===== src/rtl/jk_pkg.sv =====
// jk_pkg: JK stage encodings and control struct shared by the counter slice
package jk_pkg;

    localparam logic [1:0] JK_HOLD = 2'b00;
    localparam logic [1:0] JK_SET  = 2'b10;
    localparam logic [1:0] JK_CLR  = 2'b01;
    localparam logic [1:0] JK_TOG  = 2'b11;

    typedef struct packed {
        logic j;
        logic k;
    } jk_ctrl_t;

endpackage


===== src/rtl/jk_stage.sv =====
// jk_stage: single JK flip-flop bit with synchronous active-high reset
module jk_stage
    import jk_pkg::*;
(
    input  logic     clk,
    input  logic     rst,
    input  jk_ctrl_t ctrl,
    output logic     q
);

    logic q_q, q_d;

    always_comb begin
        q_d = ({ctrl.j, ctrl.k} == JK_SET) ? 1'b1 :
              ({ctrl.j, ctrl.k} == JK_CLR) ? 1'b0 :
              ({ctrl.j, ctrl.k} == JK_TOG) ? ~q_q : q_q;
    end

    always_ff @(posedge clk) begin
        q_q <= rst ? 1'b0 : q_d;
    end

    assign q = q_q;

endmodule


===== src/rtl/jk_updown_counter.sv =====
// jk_updown_counter: modulo-N up/down counter built from per-bit JK stages
module jk_updown_counter
    import jk_pkg::*;
#(
    parameter int WIDTH  = 4,
    parameter int MODULO = 10
) (
    input  logic             clk,
    input  logic             rst,
    input  logic             en,
    input  logic             up,
    input  logic             load,
    input  logic [WIDTH-1:0] load_val,
    output logic [WIDTH-1:0] q,
    output logic             tc,
    output logic             wrap,
    output logic             load_err
);

    if (MODULO < 2 || 2**WIDTH < MODULO) begin : g_bad_params
        $error("jk_updown_counter: need 2 <= MODULO <= 2**WIDTH");
    end

    localparam logic [WIDTH-1:0] MAX = WIDTH'(MODULO - 1);

    logic [WIDTH-1:0] count_nxt, q_n;
    logic             load_ok, at_end;
    logic             wrap_q, wrap_d, load_err_q, load_err_d;
    jk_ctrl_t         ctrl [WIDTH];

    always_comb begin
        at_end     = up ? (q == MAX) : (q == '0);
        count_nxt  = up ? (at_end ? '0 : q + WIDTH'(1)) : (at_end ? MAX : q - WIDTH'(1));
        load_ok    = 32'(load_val) < MODULO;
        q_n        = load ? (load_ok ? load_val : q) : (en ? count_nxt : q);
        wrap_d     = !load && en && at_end;
        load_err_d = load && !load_ok;
        // Loads drive explicit set/clear so a rejected load rewrites the current value
        for (int i = 0; i < WIDTH; i++) begin
            ctrl[i].j = load ? q_n[i]  : (q_n[i] ^ q[i]);
            ctrl[i].k = load ? ~q_n[i] : (q_n[i] ^ q[i]);
        end
    end

    for (genvar i = 0; i < WIDTH; i++) begin : g_stage
        jk_stage u_stage (
            .clk  (clk),
            .rst  (rst),
            .ctrl (ctrl[i]),
            .q    (q[i])
        );
    end

    always_ff @(posedge clk) begin
        wrap_q     <= rst ? 1'b0 : wrap_d;
        load_err_q <= rst ? 1'b0 : load_err_d;
    end

    assign tc       = at_end;
    assign wrap     = wrap_q;
    assign load_err = load_err_q;

endmodule


===== config.mk =====
export PLATFORM = sky130hd
export DESIGN_NAME = jk_updown_counter
export DESIGN_NICKNAME = d
export VERILOG_FILES = /design/src/rtl/jk_pkg.sv /design/src/rtl/jk_stage.sv /design/src/rtl/jk_updown_counter.sv
export SDC_FILE = /design/constraint.sdc
export NUM_CORES = 1
export LEC_CHECK = 0
export ABC_AREA = 1
export CAP_MARGIN = 5
export CORE_MARGIN = 10
export CORE_UTILIZATION = 45
export CTS_BUF_LIST = sky130_fd_sc_hd__clkbuf_16
export DETAILED_ROUTE_END_ITERATION = 8
export DONT_BUFFER_PORTS = 1
export GPL_TIMING_DRIVEN = 0
export SLEW_MARGIN = 15
export SYNTH_ARGS = -nofsm -noshare
export SYNTH_HDL_FRONTEND = slang
export SYNTH_HIERARCHICAL = 1
export SYNTH_SLANG_ARGS = --single-unit

===== constraint.sdc =====
create_clock -name clk -period 4.9 [get_ports clk]
set_input_delay 0.49 -clock clk [delete_from_list [all_inputs] [get_ports clk]]
set_output_delay 0.49 -clock clk [all_outputs]
set_load 0.02 [all_outputs]

==> key figures, run 1 <==
Outcome
  – Result of the run: completed

Clock network
  – TritonCTS clock tree: done
  – Latest clock arrival within the worst-skew pair: 0.22 ns
  – CTS max path bufs: 2
  – Clock slew seen by the registers of the worst setup and hold paths: 0.03 ns
  – Count of cells resized by post-cts repair: 0
  – Clock sink total: 6
  – Number of buffers inserted by hold repair at cts: 0
  – Setup bufs post-CTS: 0
  – CTS root buffer: sky130_fd_sc_hd__clkbuf_16
  – Number of buffers inserted during clock tree synthesis: 3
  – Depth of the CTS H-tree: 1

Floorplanning
  – Number of placement rows: 13
  – DIE AREA: 0.00325 mm²
  – Initial cell density of the core: 0.474
  – Core area: 0.00130 mm²
  – Boundary pin count: 16
  – Die Height: 57.0 µm
  – Width of the die: 57.0 µm

Final layout
  – Fill cells: 145
  – Commonest non-fill, non-tap cell in the layout: sky130_fd_sc_hd__nand2_1
  – ANT cells: 0
  – Post-layout net count: 129
  – Multi-input gate area: 429 µm²
  – Area Growth Syn to Fin: 15.2%
  – Sequential cell area: 120 µm²
  – Most frequent cells in the layout: sky130_fd_sc_hd__nand2_1 (38), sky130_fd_sc_hd__nor2_1 (17), sky130_fd_sc_hd__inv_1 (13), sky130_fd_sc_hd__nand3_1 (8), sky130_fd_sc_hd__dfxtp_1 (6)
  – Post-route cell area: 711 µm²
  – Fraction of layout instances using a drive strength above 1: 0.0957

STA
  – Rel. slew slack: 0.631
  – Maximum clock rate: 0.472 GHz
  – Number of failing setup endpoints in the final timing report: 0
  – Ratio of final minimum period to clock period: 0.433
  – Total negative slack: 0 ns
  – Hold Worst Slack: 0.340 ns
  – Setup repair after global routing missed its margin: false
  – Minimum clock period after layout: 2.12 ns
  – Actual slew at the worst max-slew pin: 0.552 ns
  – Largest clock skew in the final design: 0.000453 ns
  – Final setup margin: 2.78 ns
  – Final Max Tran Viols: 0
  – Count of final hold-check violations: 0

Route
  – Remaining antenna violation count after routing: 0
  – Number of vias after detailed routing: 682
  – DRC: 0
  – First-pass detailed-route iteration total: 4
  – Vias per cell: 5.25
  – Drt initial violations: 13
  – Final wirelength: 1630 µm
  – Routed WL per cell: 12.5 µm

Setup path
  – CP Class: flip-flop to flip-flop
  – Worst path required time: 5.06 ns
  – Cell seen most often among critical-path stages: sky130_fd_sc_hd__nand2_1
  – Crit end category: flip-flop
  – Maximum cell stage delay along the critical path: 0.58 ns
  – Family with the most delay on the worst path: simple AND/OR/NAND/NOR gates
  – CP bufs+invs: 2
  – Critical path arrival: 2.28 ns
  – Startpoint type of the worst setup path: flip-flop
  – Cell breakdown of the critical path: inv_1, ha_1, nand2_1, nand2_2, nand2_2, inv_2, o21ai_2, nand3_1, nor2_1, nor2_1, nand2_1, nand2_1, nand2_1, nand2_1, nor2_1
  – Slowest cell on the critical path: sky130_fd_sc_hd__dfxtp_1
  – Max FO, Critical Path: 8

Power and ir drop
  – Sequential share of power: 0.272
  – Internal power consumption: 0.000185 W
  – Worst voltage drop across the vdd grid: 0.139 mV
  – Proportion of total power due to net switching: 0.329
  – Sw Pwr: 0.0000908 W
  – Clk pwr share: 0.472
  – Leakage: 0.387 nW
  – Fraction of power consumed by combinational cells: 0.256
  – Post-layout total power: 0.000276 W
  – Power Dens Cells: 388 mW/mm²

Placed design
  – # port buffers: 0
  – Half-perimeter wire length of the detailed placement result: 1260 µm
  – Routability congestion estimate: 0.828
  – Instance area at placement: 636 µm²
  – Setup slack after placement: 2.78 ns

Global routing
  – Vias in the first global route: 624
  – Fraction of met3 tracks used by global routing: 0.0310
  – Busiest layer in global routing: met2
  – Global Route Usage Sum: 0.102
  – Overflow after GRT: 0
  – Largest net degree at the start of global routing: 11
  – Wire length of the first global-routing pass: 2790 µm
  – Antenna violations before repair: 0
  – Fraction of met2 tracks used by global routing: 0.160
  – Met1 layer usage reported by global route: 0.121

Flow run
  – MaxCap Viol Count: 0

Worst hold path
  – Hold Path Class: input pin to flip-flop

Yosys
  – Biggest area contributors in the synthesized netlist: sky130_fd_sc_hd__nand2_1 (23%), sky130_fd_sc_hd__dfxtp_1 (19%), sky130_fd_sc_hd__nor2_1 (10%)
  – Number of warnings reported in the yosys synthesis log: 6
  – Portion of synthesized cell area occupied by the leading cell type: 0.231
  – Netlist area before placement: 617 µm²
  – Synthesized area per cell: 5.51 µm²
  – Synth Register Bits: 6
  – Synthesized net count: 124
  – Largest area contributor in the synthesized netlist: sky130_fd_sc_hd__nand2_1
  – Seq/Total Area, Yosys: 0.195
  – Count of distinct cell types in the synthesized netlist: 20
  – Number of cells produced by synthesis: 112
## worst reg2reg max path: cells and delay by family, from the launching register on
family | cells | cell delay (ns)
AOI/OAI and AO/OA | 1 | 0.13
adders and majority gates | 1 | 0.26
buffers and inverters | 2 | 0.28
DFF | 1 | 0.58
and+or+nand+nor | 11 | 0.83
## cell usage after synthesis, drive strengths merged
master	n
ha	3
buf	1
nor4	1
inv	15
nand4	2
nand2	41
o211ai	1
nand3	9
o21ai	7
o311ai	1
a21oi	5
dfxtp	6
o31ai	1
nor3	2
nor2	17
## worst paths after layout
path | cells past startpoint | slack, ns | endpoint | from
max | 15 | 2.78 | g_stage[2].u_stage/q | g_stage[0].u_stage/q
min | 1 | 0.34 | load_err | rst
max reg2reg | 15 | 2.78 | g_stage[2].u_stage/q | g_stage[0].u_stage/q
min reg2reg | 2 | 0.69 | g_stage[1].u_stage/q | g_stage[1].u_stage/q
## layout make-up
class,instances,area share
multi-input cells,90,0.604
flip-flops and latches,6,0.169
clock buffers,3,0.106
inverters,15,0.0792
well taps,15,0.0264
plain buffers,1,0.0158
## state kept, by name (all words and copies together) (netlist names)
signal             count
g_stage.u_stage/q      4
wrap                   1
load_err               1
## power by group through the flow
| stage | Clock, W | Combinational, W | Sequential, W |
|---|---|---|---|
| global route | 0.000134 | 0.0000840 | 0.0000764 |
| finish | 0.000130 | 0.0000708 | 0.0000749 |
| CTS | 0.000131 | 0.0000710 | 0.0000751 |
| global placement | 0 | 0.0000695 | 0.0000754 |
| floorplan | 0 | 0.0000601 | 0.0000712 |
| detailed placement | 0 | 0.0000704 | 0.0000758 |
## logic make-up (layout without fill, tap and decap cells)
kind of cell	count (synthesis)	count (layout)	synth area share
simple gates	72	72	0.493
compound gates	15	15	0.142
flops	6	6	0.195
buf+inv	16	19	0.110
fa+ha+maj	3	3	0.0609
## metrics by stage
step / util / instances
after detailed placement: 0.488 / 127
after CTS: 0.546 / 130
after global placement: 0.488 / 127
after global routing: 0.546 / 130
after floorplan: - / 112
final: 0.546 / 130
## per-layer routing
metal / wire [µm] / part of all wire
met5: 0 / 0
met4: 0 / 0
met3: 138 / 0.085
met2: 707 / 0.43
met1: 784 / 0.48
(Power assumes the default switching activity.)
==> inputs of run 2 (changes only) <==
- clock period: 4.9 -> 1.96 ns (I/O delays scaled with it)
==> run 2 against run 1 <==
  * Sequential share of layout area grew 0.79 points
  * Wire length rose by 3.6%
  * Cell area rose by 3.5%
  * Sequential power rose to 2.6 times the previous value
  * Worst setup slack lost 2.7 ns
  * Non-clock buffer count increased by 1
  * Clock power grew 150%
  * Die area stayed put
  * Critical endpoint unchanged
  * Largest power group unchanged
  * Highest routed layer is now met4
==> key figures, run 2 (same netlist as run 1, synthesis figures left out) <==
Floorplanning
  – Core area: 0.00130 mm² (unchanged)
  – Initial cell density of the core: 0.474 (unchanged)
  – Boundary pin count: 16 (unchanged)
  – Number of placement rows: 13 (unchanged)
  – Width of the die: 57.0 µm (unchanged)
  – Die Height: 57.0 µm (unchanged)
  – DIE AREA: 0.00325 mm² (unchanged)

Final layout
  – ANT cells: 0 (unchanged)
  – Flip-flop count of the largest register after layout: 4 (unchanged)
  – Commonest non-fill, non-tap cell in the layout: sky130_fd_sc_hd__nand2_1 (unchanged)
  – Most frequent cells in the layout: sky130_fd_sc_hd__nand2_1 (37), sky130_fd_sc_hd__nor2_1 (17), sky130_fd_sc_hd__inv_1 (11), sky130_fd_sc_hd__nand3_1 (7) (was sky130_fd_sc_hd__nand2_1 (38), sky130_fd_sc_hd__nor2_1 (17), sky130_fd_sc_hd__inv_1 (13), sky130_fd_sc_hd__nand3_1 (8), sky130_fd_sc_hd__dfxtp_1 (6))
  – Fraction of layout instances using a drive strength above 1: 0.172 (was 0.0957)
  – Area Growth Syn to Fin: 19.3% (was 15.2%)
  – Count of non-filler cells in the finished layout: 131 (was 130)
  – Post-layout net count: 130 (was 129)

Global routing
  – Largest net degree at the start of global routing: 11 (unchanged)
  – Antenna violations before repair: 0 (unchanged)
  – Vias in the first global route: 630 (was 624)
  – Overflow after GRT: 0 (unchanged)
  – Wire length of the first global-routing pass: 2810 µm (was 2790 µm)
  – Global Route Usage Sum: 0.103 (was 0.102)

Worst hold path
  – Hold Path Class: input pin to flip-flop (unchanged)

Route
  – Vias per cell: 5.35 (was 5.25)
  – Number of vias after detailed routing: 701 (was 682)
  – DRC: 0 (unchanged)
  – Remaining antenna violation count after routing: 0 (unchanged)
  – First-pass detailed-route iteration total: 4 (unchanged)
  – Final wirelength: 1690 µm (was 1630 µm)
  – Routed WL per cell: 12.9 µm (was 12.5 µm)
  – Drt initial violations: 15 (was 13)

Setup path
  – Worst reg2reg path endpoint: g_stage[2].u_stage/q (unchanged)
  – Launch point of the worst path: g_stage[0].u_stage/q (unchanged)
  – Length in cells of the worst reg-to-reg path: 15 (unchanged)
  – CP Class: flip-flop to flip-flop (unchanged)
  – Max FO, Critical Path: 8 (unchanged)
  – Crit end category: flip-flop (unchanged)
  – Critical register-to-register path startpoint: g_stage[0].u_stage/q (unchanged)
  – Startpoint type of the worst setup path: flip-flop (unchanged)
  – Crit path to: g_stage[2].u_stage/q (unchanged)
  – Worst path required time: 2.12 ns (was 5.06 ns)
  – Reg2Reg Setup Slack: 0.13 ns (was 2.78 ns)
  – Critical path arrival: 1.99 ns (was 2.28 ns)

STA
  – Final Max Tran Viols: 0 (unchanged)
  – Count of final hold-check violations: 0 (unchanged)
  – Largest clock skew in the final design: 0.000951 ns (was 0.000453 ns)
  – Hold Worst Slack: 0.0471 ns (was 0.340 ns)
  – Number of failing setup endpoints in the final timing report: 0 (unchanged)
  – Rel. slew slack: 0.702 (was 0.631)
  – Maximum clock rate: 0.546 GHz (was 0.472 GHz)
  – Actual slew at the worst max-slew pin: 0.442 ns (was 0.552 ns)
  – Final setup margin: 0.129 ns (was 2.78 ns)
  – Minimum clock period after layout: 1.83 ns (was 2.12 ns)
  – Ratio of final minimum period to clock period: 0.934 (was 0.433)

Placed design
  – Routability congestion estimate: 0.828 (unchanged)
  – Setup slack after placement: -0.157 ns (was 2.78 ns)
  – Inst Count DP: 127 (unchanged)
  – # port buffers: 0 (unchanged)
  – Half-perimeter wire length of the detailed placement result: 1260 µm (unchanged)

Clock network
  – Clock slew seen by the registers of the worst setup and hold paths: 0.03 ns (about the same)
  – Latest clock arrival within the worst-skew pair: 0.22 ns (about the same)
  – Depth of the CTS H-tree: 1 (unchanged)
  – Number of buffers inserted during clock tree synthesis: 3 (unchanged)
  – Clock sink total: 6 (unchanged)
  – CTS max path bufs: 2 (unchanged)
  – CTS root buffer: sky130_fd_sc_hd__clkbuf_16 (unchanged)
  – TritonCTS clock tree: done (unchanged)
  – Number of buffers inserted by hold repair at cts: 0 (unchanged)

Power and ir drop
  – Post-layout total power: 0.000700 W (was 0.000276 W)
  – Worst voltage drop across the vdd grid: 0.349 mV (was 0.139 mV)
  – Power Dens Cells: 951 mW/mm² (was 388 mW/mm²)
  – Leakage: 0.396 nW (was 0.387 nW)

Flow run
  – MaxCap Viol Count: 0 (unchanged)

Outcome
  – Result of the run: completed (unchanged)
[run 2: area by class of cell]
class                   count  area [µm²]
fillers                   141         566
multi-input cells          90         437
flip-flops and latches      6         130
clock buffers               3        75.1
inverters                  15        56.3
well taps                  15        18.8
plain buffers               1        11.3
repair buffers              1        7.51
[run 2: worst min-delay path by stage]
stage | startpoint | endpoint | slack, ns | cells past startpoint
CTS | rst | load_err | 0.04 | 1
detailed placement | rst | load_err | 0.28 | 1
finish | rst | load_err | 0.05 | 1
global route | rst | wrap | 0.04 | 1
floorplan | rst | load_err | 0.27 | 1
global placement | rst | load_err | 0.28 | 1
[run 2: worst max-delay path: stages (launching register included)]
cell and delay, ns:
sky130_fd_sc_hd__dfxtp_4 0.42, sky130_fd_sc_hd__inv_2 0.08, sky130_fd_sc_hd__ha_1 0.22, sky130_fd_sc_hd__nand2_2 0.09, sky130_fd_sc_hd__nand2_2 0.06, sky130_fd_sc_hd__nand2_2 0.08, sky130_fd_sc_hd__inv_2 0.08, sky130_fd_sc_hd__o21ai_2 0.18
sky130_fd_sc_hd__nand3_2 0.09, sky130_fd_sc_hd__nor2_1 0.11, sky130_fd_sc_hd__nor2_1 0.05, sky130_fd_sc_hd__nand2_1 0.07, sky130_fd_sc_hd__nand2_1 0.05, sky130_fd_sc_hd__nand2_1 0.07, sky130_fd_sc_hd__nand2_1 0.04, sky130_fd_sc_hd__nor2_1 0.07
[run 2: metrics by stage]
stage | setup TNS (ns) | cell area [µm²] | utilization
floorplan | 0 | 617 | -
global placement | -0.233 | 636 | 0.488
detailed placement | -0.287 | 636 | 0.488
CTS | 0 | 713 | 0.548
global route | -0.0470 | 736 | 0.565
finish | 0 | 736 | 0.565
[run 2: power breakdown]
group / total, W / internal [W] / switching [W] / leakage, nW
sequential: 0.000191 / 0.000140 / 0.0000509 / 0.0513
combinational: 0.000185 / 0.0000686 / 0.000116 / 0.308
clock: 0.000323 / 0.000261 / 0.0000623 / 0.0370
total: 0.000700 / 0.000470 / 0.000230 / 0.396
[run 2: what timing repair did]
item	4_1_cts	5_1_grt
pin swaps	0	1
gates resized for setup	2	8
setup endpoints to repair	3	3
setup buffers	0	1
[run 2: metal layers]
layer  GRT usage  vias to the layer above  share of wire
li1            -                      367              -
met1       0.121                      308           0.46
met2       0.161                       22           0.45
met3      0.0310                        4          0.070
met4      0.0570                        0          0.017
met5           0                        -              0
==> inputs of run 3 (changes only) <==
- CTS_CLUSTER_SIZE: unset -> 28
==> results of run 3 <==
The final DEF is identical to that of run 2; final timing and power are the same.
